===== src/rtl/fib_arbiter.sv =====
// fib_arbiter: round-robin arbiter/sequencer sharing one Fibonacci FSMD
// unit among N_REQ requesters; issues start, waits, returns result.
// Ports: clk, reset (async, active-high); req/req_i from clients;
// grant/resp_valid/resp_f/resp_err/busy to clients; fib_start/fib_i to
// the unit, fib_ready/fib_done_tick/fib_f from it.
// Optional macro FIB_ARB_TIMEOUT_EN adds a WAIT watchdog (TIMEOUT_CYCLES).
module fib_arbiter #(
  parameter int N_REQ          = 4,
  parameter int TIMEOUT_CYCLES = 63
) (
  input  logic                 clk,
  input  logic                 reset,
  input  logic [N_REQ-1:0]     req,
  input  logic [5*N_REQ-1:0]   req_i,
  output logic [N_REQ-1:0]     grant,
  output logic [N_REQ-1:0]     resp_valid,
  output logic [19:0]          resp_f,
  output logic                 resp_err,
  output logic                 busy,
  output logic                 fib_start,
  output logic [4:0]           fib_i,
  input  logic                 fib_ready,
  input  logic                 fib_done_tick,
  input  logic [19:0]          fib_f
);

  localparam int IDW = (N_REQ > 1) ? $clog2(N_REQ) : 1;

  typedef enum logic [1:0] {
    S_IDLE,
    S_ISSUE,
    S_WAIT,
    S_RESP
  } state_t;

  state_t           state_q, state_d;
  logic [IDW-1:0]   ptr_q, ptr_d;
  logic [IDW-1:0]   gnt_id_q, gnt_id_d;
  logic [4:0]       fib_i_q, fib_i_d;
  logic [19:0]      resp_f_q, resp_f_d;

  logic [4:0]       req_i_a [N_REQ];
  logic             sel_found;
  logic [IDW-1:0]   sel_id;
  logic [4:0]       sel_i;
  logic [IDW:0]     sum;
  logic [IDW-1:0]   idx;
  logic             tmo_hit;
  logic             err_set;
  logic             err_clr;

  always_comb begin
    for (int k = 0; k < N_REQ; k++) begin
      req_i_a[k] = req_i[5*k +: 5];
    end
  end

  // Scan from ptr upward, wrapping, and take the first requester.
  always_comb begin
    sel_found = 1'b0;
    sel_id    = '0;
    sel_i     = '0;
    sum       = '0;
    idx       = '0;
    for (int k = 0; k < N_REQ; k++) begin
      sum = {1'b0, ptr_q} + (IDW+1)'(k);
      if (sum >= (IDW+1)'(N_REQ)) begin
        sum = sum - (IDW+1)'(N_REQ);
      end
      idx = sum[IDW-1:0];
      if (!sel_found && req[idx]) begin
        sel_found = 1'b1;
        sel_id    = idx;
        sel_i     = req_i_a[idx];
      end
    end
  end

`ifdef FIB_ARB_TIMEOUT_EN
  localparam int TW = $clog2(TIMEOUT_CYCLES + 1);

  logic [TW-1:0] tmo_q, tmo_d;
  logic          resp_err_q, resp_err_d;

  // Counter is held at zero outside WAIT, so it starts clean on entry.
  always_comb begin
    tmo_d = '0;
    if (state_q == S_WAIT) begin
      tmo_d = tmo_q + TW'(1);
    end
  end

  assign tmo_hit = (state_q == S_WAIT) &&
                   (tmo_q == TW'(TIMEOUT_CYCLES - 1));

  always_comb begin
    resp_err_d = resp_err_q;
    if (err_clr) begin
      resp_err_d = 1'b0;
    end else if (err_set) begin
      resp_err_d = 1'b1;
    end
  end

  always_ff @(posedge clk or posedge reset) begin
    if (reset) begin
      tmo_q      <= '0;
      resp_err_q <= 1'b0;
    end else begin
      tmo_q      <= tmo_d;
      resp_err_q <= resp_err_d;
    end
  end

  assign resp_err = resp_err_q;
`else
  assign tmo_hit  = 1'b0;
  assign resp_err = 1'b0;
`endif

  always_comb begin
    state_d  = state_q;
    ptr_d    = ptr_q;
    gnt_id_d = gnt_id_q;
    fib_i_d  = fib_i_q;
    resp_f_d = resp_f_q;
    err_set  = 1'b0;
    err_clr  = 1'b0;
    unique case (state_q)
      S_IDLE: begin
        if (sel_found && fib_ready) begin
          gnt_id_d = sel_id;
          fib_i_d  = sel_i;
          state_d  = S_ISSUE;
        end
      end
      S_ISSUE: begin
        state_d = S_WAIT;
      end
      S_WAIT: begin
        // A done pulse beats a simultaneous watchdog expiry.
        if (fib_done_tick) begin
          resp_f_d = fib_f;
          err_clr  = 1'b1;
          state_d  = S_RESP;
        end else if (tmo_hit) begin
          resp_f_d = '0;
          err_set  = 1'b1;
          state_d  = S_RESP;
        end
      end
      S_RESP: begin
        if (gnt_id_q == IDW'(N_REQ - 1)) begin
          ptr_d = '0;
        end else begin
          ptr_d = gnt_id_q + IDW'(1);
        end
        state_d = S_IDLE;
      end
      default: begin
        state_d = S_IDLE;
      end
    endcase
  end

  always_ff @(posedge clk or posedge reset) begin
    if (reset) begin
      state_q  <= S_IDLE;
      ptr_q    <= '0;
      gnt_id_q <= '0;
      fib_i_q  <= '0;
      resp_f_q <= '0;
    end else begin
      state_q  <= state_d;
      ptr_q    <= ptr_d;
      gnt_id_q <= gnt_id_d;
      fib_i_q  <= fib_i_d;
      resp_f_q <= resp_f_d;
    end
  end

  // Outputs decode only registered state; req never reaches them directly.
  always_comb begin
    grant      = '0;
    resp_valid = '0;
    if (state_q != S_IDLE) begin
      grant[gnt_id_q] = 1'b1;
    end
    if (state_q == S_RESP) begin
      resp_valid[gnt_id_q] = 1'b1;
    end
  end

  assign busy      = (state_q != S_IDLE);
  assign fib_start = (state_q == S_ISSUE);
  assign fib_i     = fib_i_q;
  assign resp_f    = resp_f_q;

endmodule

===== config.mk =====
export PLATFORM = sky130hd
export DESIGN_NAME = fib_arbiter
export DESIGN_NICKNAME = d
export VERILOG_FILES = /design/src/rtl/fib_arbiter.sv
export SDC_FILE = /design/constraint.sdc
export NUM_CORES = 1
export LEC_CHECK = 0
export BUFFER_PORTS_ARGS = -buffer_cell sky130_fd_sc_hd__buf_2
export CORE_ASPECT_RATIO = 1.5
export CORE_MARGIN = 1
export CORE_UTILIZATION = 40
export DETAILED_ROUTE_END_ITERATION = 10
export PLACE_DENSITY = 0.79
export SETUP_SLACK_MARGIN = 0.05
export SLEW_MARGIN = 25
export SYNTH_ARGS = -nofsm -noshare
export SYNTH_HDL_FRONTEND = slang
export SYNTH_SLANG_ARGS = --single-unit
export TNS_END_PERCENT = 20

===== constraint.sdc =====
create_clock -name clk -period 5.5 [get_ports clk]
set_clock_uncertainty 0.15 [all_clocks]
set_input_delay 0.55 -clock clk [delete_from_list [all_inputs] [get_ports clk]]
set_output_delay 0.55 -clock clk [all_outputs]
set_load 0.1 [all_outputs]

==> results of run 1 <==
==> flip-flops by register name, summed over array words and instances (netlist names) <==
register and cells:
resp_f 20, gnt_id_q 2, fib_i 5, state_q 2
ptr_q 2
==> metal layers <==
layer	vias to the layer above	GRT usage
met4	0	0.0928
met2	79	0.337
met1	975	0.178
met3	9	0.0447
li1	972	-
met5	-	0
==> final timing paths <==
kind | start | endpoint | slack (ns) | cells after the start
min in group clk | fib_i[0] | fib_i[0] | 0.35 | 1
max in group asynchronous | reset | resp_f[7] | 4.72 | 3
worst min register to register | fib_i[0] | fib_i[0] | 0.35 | 1
worst min-delay path | reset | resp_f[1] | 0.20 | 3
worst max-delay path | ptr_q[1] | fib_i[3] | 3.13 | 4
worst max register to register | ptr_q[1] | fib_i[3] | 3.13 | 4
==> cells by family (layout without fill, tap and decap cells) <==
| kind of cell | count (synthesis) | in the layout | synth area share |
|---|---|---|---|
| compound gates | 67 | 67 | 0.221 |
| fa+ha+maj | 9 | 9 | 0.0493 |
| buf+inv | 28 | 99 | 0.0646 |
| flops | 31 | 31 | 0.340 |
| mux | 42 | 42 | 0.203 |
| other cells | 1 | 1 | 0.00164 |
| simple gates | 41 | 41 | 0.121 |
==> layout make-up <==
| type | count | area share |
|---|---|---|
| inverters | 9 | 0.0123 |
| clock buffers | 6 | 0.0263 |
| multi-input cells | 160 | 0.494 |
| repair buffers | 84 | 0.154 |
| flip-flops and latches | 31 | 0.281 |
| well taps | 70 | 0.0318 |
==> stage by stage <==
stage	worst slack, ns	hold slack, ns	instance area [um^2]
after floorplan	2.74	0.388	2280
after global routing	3.05	0.250	2760
after global placement	3.23	0.335	2680
final	3.13	0.196	2760
after CTS	3.15	0.206	2760
after detailed placement	3.16	0.337	2680
==> worst register-to-register path, stage by stage, from the launching register on <==
cell and delay (ns):
dfrtp_1 0.79, inv_1 0.43, a211oi_4 0.41, o2111ai_1 0.17, o32a_1 0.32
==> cells in the final DEF, fill, tap and decap left out, drive strengths merged, types with 3 or more instances in the layout <==
cell and instances:
o32a 4, o211ai 22, nor2 6, clkbuf 6
buf 84, and2 4, ha 9, mux2i 10
mux2 32, dfrtp 31, nor3b 5, and4 4
a21oi 9, a32oi 5, and3b 3, o2111ai 4
inv 9, nand2 3, a31oi 9, o21ai 7
nor2b 9
==> results_dict.tcl, run 1 <==
set metrics [dict create \
    numPortBuffers 82 \
    core_mm2 0.00549 \
    wirelength_mm 5.32 \
    cts_sinks 31 \
    wl_per_cell_um 14.8 \
    setup_tns_ns 0 \
    via_count 2035 \
    seq_area_frac_synth 0.340 \
    ys_types 45 \
    startpoint_type "flip-flop" \
    ys_async_sr_fraction 1.00 \
    multi_input_area_mm2 0.00136 \
    slew_headroom 0.468 \
    drt-met1-wl_mm 2.06 \
    routed-wl-met2_mm 2.84 \
    synth_top_area_share 0.340 \
    path_buf_inv 1 \
    ys.flop_type "dfrtp_1" \
    final_cells 360 \
    dieArea_mm2 0.00602 \
    slowest_stage "dfrtp_1" \
    syn2layout_area_growth_pct 20.6 \
    antenna_found_initial 0 \
    final_core_util 0.502 \
    syn_inst 219 \
    path_class "reg2reg" \
    grt-ovfl-total 0 \
    required_ns 5.50 \
    seq_area_um2 776 \
    cts_tree "yes" \
    final_layout_size_suffix_gt1_frac 0.417 \
    nFillCells 523 \
    grt_pass1_vias 1976 \
    clk_pin_slew_ns 0.06 \
    drv_slew 0 \
    fin_nets 348 \
    cts-root-buf "clkbuf_8" \
    place_hpwl_mm 4.22 \
    end_kind "flip-flop" \
    ys_ff_latch 31 \
    rsz0062_at_grt "no" \
    fmax_ghz 0.421 \
    synth.most_common_cell "dfrtp_1" \
    critical_path.max_stage_delay_ns 0.79 \
    postCtsSetupBuffers 0 \
    synthTopCellsByArea "dfrtp_1 (34%), mux2_2 (10%), o211ai_1 (6.9%), ha_1 (4.9%), mux2_1 (4.9%)" \
    ios 84 \
    num_antenna_cells 0 \
    avgSynthCellArea_um2 10.4 \
    synth_edf_count 0 \
    hold_viol 0 \
    synth_area_mm2 0.00228 \
    synth_top_area_cell "dfrtp_1" \
    maxCapViolations 0 \
    route.detailed.drc 0 \
    viasPerCell 5.65 \
    grt_max_degree 45 \
    start_util 0.416 \
    clk-insertion-delay-late_ns 0.27 \
    cts_hold_buf 0 \
    crit_family "compound AO/OA/AOI/OAI gates" \
    crit_path_cell_trace "inv_1 -> a211oi_4 -> o2111ai_1 -> o32a_1" \
    die_x_um 63.7 \
    synth_warnings 0 \
    cp_data_arrival_time_ns 2.38 \
    drt_iter0_drc 167 \
    ant_nets 0 \
    core.rowCount 33 \
    cts_buffer_depth 2 \
    ctsResizeCount 0 \
    finalCriticalPeriod_ns 2.37 \
    yosys-top-cells-count "dfrtp_1 (31), mux2_2 (21), o211ai_1 (21), mux2_1 (10), mux2i_1 (10)" \
    outcome "finished, final reports clean" \
    syn_nets 276 \
    worst-path-max-fanout 22 \
    topRoutingLayerUsed "met4" \
    min_path_type "in2async" \
    dp_cells 354 \
    drtPass1Iterations 4 \
    die_h_um 94.6 \
    grt_pass1_wl_mm 8.51 \
    grtUsageTotal 0.179 \
    place_congestion 0.807 \
    htreeDepth 2 \
    wl_met3_um 330 \
    worst_pin_slew_ns 0.797 \
    fin_crit_sh 0.432 \
    numCtsBuffers 5 \
    setup_viol 0 \
]
Power of run 1 is not shown: default switching activity piles up to over one toggle a cycle in this logic, so the estimate is an artifact.
==> run 2, diff against run 1 <==
- clock period: 5.5 -> 2.2 ns (I/O delays scaled with it)
==> results_dict.tcl, run 2 (same netlist as run 1, synthesis figures left out) <==
set metrics [dict create \
    outcome "finished, final reports clean" \
    maxCapViolations 0 \
    worst_pin_slew_ns 0.591 \
    drt_iter0_drc 169 \
    place_hpwl_mm 4.53 \
    wirelength_mm 5.79 \
    largest_reg_flops 20 \
    start_util 0.416 \
    numCtsBuffers 5 \
    path_common_cell "inv_1" \
    cts_buffer_depth 2 \
    slew_headroom 0.602 \
    grtUsageTotal 0.197 \
    cp.depth 4 \
    hold_viol 0 \
    wl_per_cell_um 15.6 \
    final_layout_size_suffix_gt1_frac 0.439 \
    r2r_cells 5 \
    syn2layout_area_growth_pct 25.7 \
    rsz0062_at_grt "no" \
    crit_path_cell_trace "inv_1 -> ha_1 -> inv_1 -> buf_2" \
    slowest_stage "buf_2" \
    cts-root-buf "clkbuf_8" \
    final_core_util 0.523 \
    num_antenna_cells 0 \
    clk-insertion-delay-late_ns 0.27 \
    die_x_um 63.7 \
    cp_data_arrival_time_ns 1.68 \
    htreeDepth 2 \
    grt_max_degree 32 \
    startpoint_type "flip-flop" \
    drtPass1Iterations 4 \
    fmax_ghz 0.488 \
    drv_slew 0 \
    hold_depth 2 \
    min_path_type "in2reg" \
    cts_tree "yes" \
    setup_viol 0 \
    path_buf_inv 3 \
    final_cell_mix "buf_2 (82), dfrtp_1 (30), mux2_2 (21), o211ai_1 (21)" \
    layout_commonest_cell "buf_2" \
    fin_crit_sh 0.931 \
    required_ns 1.83 \
    ios 84 \
    worst-path-max-fanout 7 \
    viasPerCell 5.59 \
    place_congestion 0.887 \
    fin_nets 357 \
    cts_sinks 31 \
    dieArea_mm2 0.00602 \
    die_h_um 94.6 \
    grt_pass1_wl_mm 9.38 \
    end_kind "output port" \
    core.rowCount 33 \
    setup_tns_ns 0 \
    crit_family "buffers and inverters" \
    postCtsSetupBuffers 0 \
    numPortBuffers 82 \
    ant_nets 0 \
    grt-ovfl-total 0 \
    core_mm2 0.00549 \
    via_count 2074 \
    critical_path.max_stage_delay_ns 0.45 \
    route.detailed.drc 0 \
    path_class "reg2out" \
    clk_pin_slew_ns 0.07 \
    finalCriticalPeriod_ns 2.05 \
    grt_pass1_vias 2111 \
    antenna_found_initial 0 \
]
-- run 2: changes by cell type in the layout (fill, tap and decap cells not counted), sizes merged --
cell	previous run	this run
clkbuf	6	8
dlygate4sd3	0	1
buf	84	92
-- run 2: worst paths after layout --
| path | slack, ns | start | end |
|---|---|---|---|
| max | 0.15 | state_q[0] | busy |
| min | 0.02 | fib_f[19] | resp_f[19] |
| max reg2reg | 0.18 | ptr_q[0] | fib_i[4] |
| min reg2reg | 0.36 | resp_f[14] | resp_f[14] |
| max in group asynchronous | 0.91 | reset | ptr_q[0] |
| min in group asynchronous | 0.34 | reset | resp_f[4] |
-- run 2: cell type report --
| cell class | instances | area, um^2 |
|---|---|---|
| timing repair buffer | 93 | 508 |
| multi-input combinational | 160 | 1370 |
| clock buffer | 8 | 100 |
| tap | 70 | 87.6 |
| sequential | 31 | 777 |
| fill | 540 | 2620 |
| inverter | 9 | 33.8 |
-- run 2: routing by layer --
layer,vias up,wire (um),GRT usage
met5,-,0,0
li1,994,-,-
met1,1004,2300,0.210
met3,4,308,0.0386
met2,72,3150,0.375
met4,0,33,0.0720
-- run 2: timing repair --
action	in CTS	in global routing
hold buffers	1	0
setup endpoints to repair	0	5
hold endpoints to repair	12	0
gates resized for setup	0	2
-- run 2: worst reg2reg max path, stage by stage (launching register included) --
cell      delay, ns
dfrtp_2        0.49
buf_12         0.20
and3b_1        0.27
o211ai_2       0.28
a21oi_1        0.11
o41a_1         0.40
-- run 2: per-stage QoR --
stage               hold slack (ns)  std cells  instance area [um^2]  setup WS [ns]
floorplan                     0.174        219                  2280         -0.230
global placement             0.0970        362                  2760          0.199
detailed placement            0.108        362                  2760          0.141
CTS                          0.0112        371                  2870          0.135
global route                0.00905        371                  2870         0.0372
finish                       0.0235        371                  2870          0.152
Power of run 2 is left out for the same reason.
